### config.mk
export PLATFORM = sky130hd
export DESIGN_NAME = alu_mul_seq_flat
export DESIGN_NICKNAME = d
export VERILOG_FILES = /design/src/rtl/alu_mul_seq_pkg.sv /design/src/rtl/alu_mul_seq_if.sv /design/src/rtl/alu_mul_seq.sv /design/src/flat_wrapper.sv
export SDC_FILE = /design/constraint.sdc
export NUM_CORES = 1
export LEC_CHECK = 0
export BUFFER_PORTS_ARGS = -buffer_cell sky130_fd_sc_hd__buf_2
export CAP_MARGIN = 20
export CELL_PAD_IN_SITES_DETAIL_PLACEMENT = 0
export CELL_PAD_IN_SITES_GLOBAL_PLACEMENT = 1
export CORE_ASPECT_RATIO = 0.7
export CORE_MARGIN = 3
export CORE_UTILIZATION = 35
export DETAILED_ROUTE_END_ITERATION = 8
export PLACE_DENSITY_LB_ADDON = 0.1
export SETUP_SLACK_MARGIN = 0.5
export SLEW_MARGIN = 20
export SYNTH_ARGS = -nofsm -noshare
export SYNTH_HDL_FRONTEND = slang
export SYNTH_SLANG_ARGS = --single-unit
### constraint.sdc
create_clock -name clk -period 3 [get_ports clk]
set_input_delay 0.3 -clock clk [delete_from_list [all_inputs] [get_ports clk]]
set_output_delay 0.3 -clock clk [all_outputs]
set_load 0.05 [all_outputs]
### src/rtl/alu_mul_seq_pkg.sv
// Shared control-word constants and the multiply sequencer's state encoding.
// Imported by the multiply sequencer, its interface and its bench.
package alu_mul_seq_pkg;

    localparam int ALU_OP_WIDTH = 4;

    localparam logic [ALU_OP_WIDTH-1:0] ALU_ADD = 4'd0;
    localparam logic [ALU_OP_WIDTH-1:0] ALU_SUB = 4'd1;
    localparam logic [ALU_OP_WIDTH-1:0] ALU_AND = 4'd2;
    localparam logic [ALU_OP_WIDTH-1:0] ALU_OR  = 4'd3;
    localparam logic [ALU_OP_WIDTH-1:0] ALU_XOR = 4'd4;

    localparam int MUL_WIDTH     = 8;
    localparam int MUL_CNT_WIDTH = $clog2(MUL_WIDTH) + 1;

    typedef enum logic [1:0] {
        MUL_IDLE  = 2'd0,
        MUL_ADD   = 2'd1,
        MUL_SHIFT = 2'd2,
        MUL_DONE  = 2'd3
    } mul_state_e;

endpackage

### src/rtl/alu_mul_seq_if.sv
// Request/result handshake between the issuing logic and the multiplier.
// master drives start and operands; slave returns busy/done/product.
interface alu_mul_seq_if #(
    parameter int WIDTH = 8
);

    logic               i_start;
    logic [WIDTH-1:0]   i_mcand;
    logic [WIDTH-1:0]   i_mplier;
    logic               o_busy;
    logic               o_done;
    logic [2*WIDTH-1:0] o_product;

    modport master (
        output i_start,
        output i_mcand,
        output i_mplier,
        input  o_busy,
        input  o_done,
        input  o_product
    );

    modport slave (
        input  i_start,
        input  i_mcand,
        input  i_mplier,
        output o_busy,
        output o_done,
        output o_product
    );

endinterface

### src/rtl/alu_mul_seq.sv
// Unsigned shift-and-add multiplier that borrows the shared ALU's ADD
// and latched carry; one ADD plus one SHIFT step per multiplier bit.
module alu_mul_seq
    import alu_mul_seq_pkg::*;
#(
    parameter int WIDTH = 8
) (
    input  logic                    clk,
    input  logic                    i_rst_n,
    input  logic                    clk_en,
    alu_mul_seq_if.slave            bus,
    output logic                    o_alu_own,
    output logic [ALU_OP_WIDTH-1:0] o_alu_op,
    output logic [WIDTH-1:0]        o_alu_a,
    output logic [WIDTH-1:0]        o_alu_t,
    output logic                    o_alu_latch_flags,
    input  logic [WIDTH-1:0]        i_alu_data,
    input  logic                    i_alu_carry
);

    localparam int CNT_W = $clog2(WIDTH) + 1;

    mul_state_e         r_state;
    mul_state_e         w_next_state;
    logic [WIDTH-1:0]   r_mcand;
    logic [WIDTH-1:0]   r_acc_hi;
    logic [WIDTH-1:0]   r_acc_lo;
    logic [CNT_W-1:0]   r_count;
    logic [2*WIDTH-1:0] r_product;

    logic [WIDTH-1:0]   w_shift_hi;
    logic [WIDTH-1:0]   w_shift_lo;
    logic               w_last;
    logic               w_in_add;
    logic               w_in_shift;

    assign w_in_add   = (r_state == MUL_ADD);
    assign w_in_shift = (r_state == MUL_SHIFT);

    // The carry out of the preceding ADD becomes the new top product bit.
    assign w_shift_hi = {i_alu_carry, r_acc_hi[WIDTH-1:1]};
    assign w_shift_lo = {r_acc_hi[0], r_acc_lo[WIDTH-1:1]};
    assign w_last     = (r_count == CNT_W'(WIDTH - 1));

    // State register; reset wins over clk_en so an abort is always possible.
    always_ff @(posedge clk) begin
        if (!i_rst_n) begin
            r_state <= MUL_IDLE;
        end else if (clk_en) begin
            r_state <= w_next_state;
        end
    end

    // Next-state: fixed ADD/SHIFT alternation, start honoured only in IDLE.
    always_comb begin
        w_next_state = r_state;
        unique case (r_state)
            MUL_IDLE: begin
                if (bus.i_start) begin
                    w_next_state = MUL_ADD;
                end
            end
            MUL_ADD: begin
                w_next_state = MUL_SHIFT;
            end
            MUL_SHIFT: begin
                w_next_state = w_last ? MUL_DONE : MUL_ADD;
            end
            MUL_DONE: begin
                w_next_state = MUL_IDLE;
            end
            default: begin
                w_next_state = MUL_IDLE;
            end
        endcase
    end

    // Operand capture, accumulator shift register, step count and result.
    always_ff @(posedge clk) begin
        if (!i_rst_n) begin
            r_mcand   <= '0;
            r_acc_hi  <= '0;
            r_acc_lo  <= '0;
            r_count   <= '0;
            r_product <= '0;
        end else if (clk_en) begin
            unique case (r_state)
                MUL_IDLE: begin
                    if (bus.i_start) begin
                        r_mcand  <= bus.i_mcand;
                        r_acc_lo <= bus.i_mplier;
                        r_acc_hi <= '0;
                        r_count  <= '0;
                    end
                end
                MUL_ADD: begin
                    r_acc_hi <= i_alu_data;
                end
                MUL_SHIFT: begin
                    r_acc_hi <= w_shift_hi;
                    r_acc_lo <= w_shift_lo;
                    r_count  <= r_count + CNT_W'(1);
                    if (w_last) begin
                        r_product <= {w_shift_hi, w_shift_lo};
                    end
                end
                MUL_DONE: begin
                    r_count <= r_count;
                end
                default: begin
                    r_count <= r_count;
                end
            endcase
        end
    end

    // ALU borrow: add either mcand or zero so every bit latches a fresh carry.
    always_comb begin
        o_alu_own         = w_in_add | w_in_shift;
        o_alu_op          = ALU_ADD;
        o_alu_a           = '0;
        o_alu_t           = '0;
        o_alu_latch_flags = 1'b0;
        if (w_in_add) begin
            o_alu_a           = r_acc_hi;
            o_alu_t           = r_acc_lo[0] ? r_mcand : '0;
            o_alu_latch_flags = 1'b1;
        end
    end

    assign bus.o_busy    = w_in_add | w_in_shift;
    assign bus.o_done    = (r_state == MUL_DONE);
    assign bus.o_product = r_product;

endmodule
### src/flat_wrapper.sv
// flat-port wrapper written by rule: the top's interface ports become plain ports
module alu_mul_seq_flat import alu_mul_seq_pkg::*;
#(
    parameter int WIDTH = 8
)
  (clk, i_rst_n, clk_en, o_alu_own, o_alu_op, o_alu_a, o_alu_t, o_alu_latch_flags, i_alu_data, i_alu_carry, bus_i_start, bus_i_mcand, bus_i_mplier, bus_o_busy, bus_o_done, bus_o_product);
  alu_mul_seq_if #(.WIDTH(WIDTH)) bus_i ();
  input  logic clk;
  input  logic i_rst_n;
  input  logic clk_en;
  output logic o_alu_own;
  output logic [ALU_OP_WIDTH-1:0] o_alu_op;
  output logic [WIDTH-1:0] o_alu_a;
  output logic [WIDTH-1:0] o_alu_t;
  output logic o_alu_latch_flags;
  input  logic [WIDTH-1:0] i_alu_data;
  input  logic i_alu_carry;
  input wire logic [$bits(bus_i.i_start)-1:0] bus_i_start;
  input wire logic [$bits(bus_i.i_mcand)-1:0] bus_i_mcand;
  input wire logic [$bits(bus_i.i_mplier)-1:0] bus_i_mplier;
  output wire logic [$bits(bus_i.o_busy)-1:0] bus_o_busy;
  output wire logic [$bits(bus_i.o_done)-1:0] bus_o_done;
  output wire logic [$bits(bus_i.o_product)-1:0] bus_o_product;
  assign bus_i.i_start = bus_i_start;
  assign bus_i.i_mcand = bus_i_mcand;
  assign bus_i.i_mplier = bus_i_mplier;
  assign bus_o_busy = bus_i.o_busy;
  assign bus_o_done = bus_i.o_done;
  assign bus_o_product = bus_i.o_product;
  alu_mul_seq #(.WIDTH(WIDTH)) u_core (.clk(clk), .i_rst_n(i_rst_n), .clk_en(clk_en), .bus(bus_i), .o_alu_own(o_alu_own), .o_alu_op(o_alu_op), .o_alu_a(o_alu_a), .o_alu_t(o_alu_t), .o_alu_latch_flags(o_alu_latch_flags), .i_alu_data(i_alu_data), .i_alu_carry(i_alu_carry));
endmodule
==> metrics.txt <==
worst r2r src u_core.r_state[0]; Rows 23; Post-synth EDFFs 0; DPL Wire Length ~3700 um; Antenna Nets Post-Route 0; Min-Delay Path Class in -> reg; RePlAce Congestion ~0.68; Place WS 1.09 ns; Final Max Tran Viols 0; post-synthesis mux area share 0.118; Synth Area in Compound Gates 0.141; nets@finish 328; area share of the largest cell type after synthesis 0.432; Pint around 0.84 mW; via density per instance roughly 4.9; Leak 1.07 nW; GR Util All Layers 0.149; Synth async-reset ratio 0; Synth Area in Simple Gates 0.214; CP Class reg -> out; combinational share of power 0.119; distinct cell type count after synthesis 33; minimum clock period 2.23 ns; DRT Pass-1 Iters 4; met2 usage 0.222; Seq/Total Area, Yosys 0.432; final instance area 2540 um2; Post-Synth XOR/XNOR Area 0; Fmax achieved 448 MHz; worst setup slack after layout 0.768 ns; drt wl/cell 14.0 um; RSZ-0062 raised after global routing false; max_slew headroom 0.461; Max Root-Sink Buffers 2; CP required 2.70 ns; NetSw between 0.3 and 0.4 mW; Hold Vio Cnt, Final 0; most frequent cell after synthesis nand2_1; Synth Register Bits between 40 and 50; Setup crit start u_core.r_state[1]; DRC 0; adder-cell area share of the yosys netlist 0.0294; Synthesis Warnings 0; Core Footprint between 5000 and 6000 um2; Die Y 71.3 um; worst min-delay path startpoint bus_i_mcand[7]; # setup viols final 0; Net Sw Frac 0.265; met3 GRT Util 0.0409; Yosys top cell by area dfxtp_1; Tightest Pin Transition 0.809 ns; synthesized cell area 2130 um2; skew final 0.00974 ns; Pwr Density 452 nW/um2; starting density of the core 0.366; Tcrit/Tclk final 0.744; Post-CTS Setup Inserts 0; Commonest cells post-synth nand2_1 (52), dfxtp_1 (46), mux2i_1 (25); GR Overflow Total 0; largest net degree at the start of global routing 26; Sink Count 46; # hold bufs at CTS 0; ys flop type dfxtp_1; I/O Pins 69; first-pass GRT wire length roughly 8400 um; busiest grt layer met2; DIE WIDTH 99.2 um; Setup crit start kind flip-flop; VDD IR max 0.169 mV; crit path max fanout 25; initial antenna violation count 0; drt total wl 5150 um; Flop pwr share 0.550; status finished, final reports clean; CP Capture Type output pin; Clock Latency Late Sink 0.30 ns; Synth Instances 237; CTS tree built; post-cts sizing count 0; root buf cell clkbuf_8; Placement Cell Area around 2500 um2; via count 1,818; share of cells above drive strength 1 0.266; H-tree levels 2; vias in the first global route 1,711; met1 Use GR 0.211; Iteration-0 DRC Markers 53; ant diodes 0; MaxCap Viol Count 0; crit path DAT around 1.9 ns; Clock Power Share 0.331; total negative slack 0 ns; Synth area leaders dfxtp_1 (43%), mux2i_1 (12%), nand2_1 (9.2%), o2bb2ai_1 (3.3%), ha_1 (2.9%); Clock transition at path regs 0.09 ns; Syn-to-layout area delta 19.3%; TritonCTS Buffers 5; largest family of logic cells by synthesized area simple AND/OR/NAND/NOR gates; port bufs 64; die area ~7100 um2; Syn Area/Cell 8.99 um2
[power by group through the flow]
stage	Combinational (mW)	Clock [mW]	Sequential, mW
after floorplan	0.102	0	0.643
after global placement	0.138	0	0.646
after detailed placement	0.137	0	0.646
after CTS	0.138	0.394	0.632
after global routing	0.151	0.426	0.634
final	0.136	0.379	0.632
[sequential cells by signal, indices dropped and copies added, names as in the netlist]
name                  cells
u_core.bus.o_product     16
u_core.r_acc_hi           8
u_core.r_acc_lo           8
u_core.r_mcand            8
u_core.r_count            4
u_core.r_state            2
[layout make-up]
class                           instances  area, um2
Tap cell                               75       93.8
Clock buffer                            6       82.6
Multi-Input combinational cell        170       1080
Inverter                                4       15.0
Sequential cell                        46        921
Fill cell                             651       3270
Timing Repair Buffer                   67        343
[final timing paths]
path	to	slack [ns]	cells past startpoint
max	o_alu_t[4]	0.77	4
min reg2reg	u_core.bus.o_product[11]	0.45	2
max reg2reg	u_core.r_acc_lo[0]	1.27	6
min	u_core.r_mcand[7]	0.23	3
[cell usage in the layout, fill, tap and decap left out, types with 2 or more instances in the layout]
cell,n
o21bai_1,7
o22ai_1,2
a21oi_1,12
clkbuf_8,6
conb_1,4
mux2i_1,25
inv_1,3
o2bb2ai_1,8
and3_1,9
buf_4,3
nor4_1,8
buf_2,64
nand4_1,3
o21ai_0,4
or3_1,2
a22oi_1,8
nand2b_1,2
and2_1,8
nand2_1,52
dfxtp_1,46
ha_1,5
nand3_1,2
[worst max-delay path: stages, from the launching register on]
cell and delay, ns:
dfxtp_1 0.35, inv_1 0.09, ha_1 0.68, and3_1 0.25
buf_2 0.26
[stage by stage]
stage | hold WS [ns] | cells | utilization | power (mW)
after floorplan | 0.432 | 240 | - | 0.746
after global placement | 0.441 | 362 | 0.423 | 0.784
after detailed placement | 0.447 | 362 | 0.423 | 0.784
after CTS | 0.223 | 368 | 0.437 | 1.16
after global routing | 0.226 | 368 | 0.437 | 1.21
final | 0.231 | 368 | 0.437 | 1.15
[metal layers]
layer | routed length [um] | share of wire
met1 | 2600 | 0.51
met2 | 2180 | 0.42
met3 | 320 | 0.062
met4 | 42 | 0.0082
met5 | 0 | 0
[cells by family after synthesis]
logic type / count (synthesis)
simple gates: 92
flops: 46
compound gates: 44
mux: 25
buf+inv: 24
fa+ha+maj: 5
other cells: 1
(Power assumes the default switching activity.)
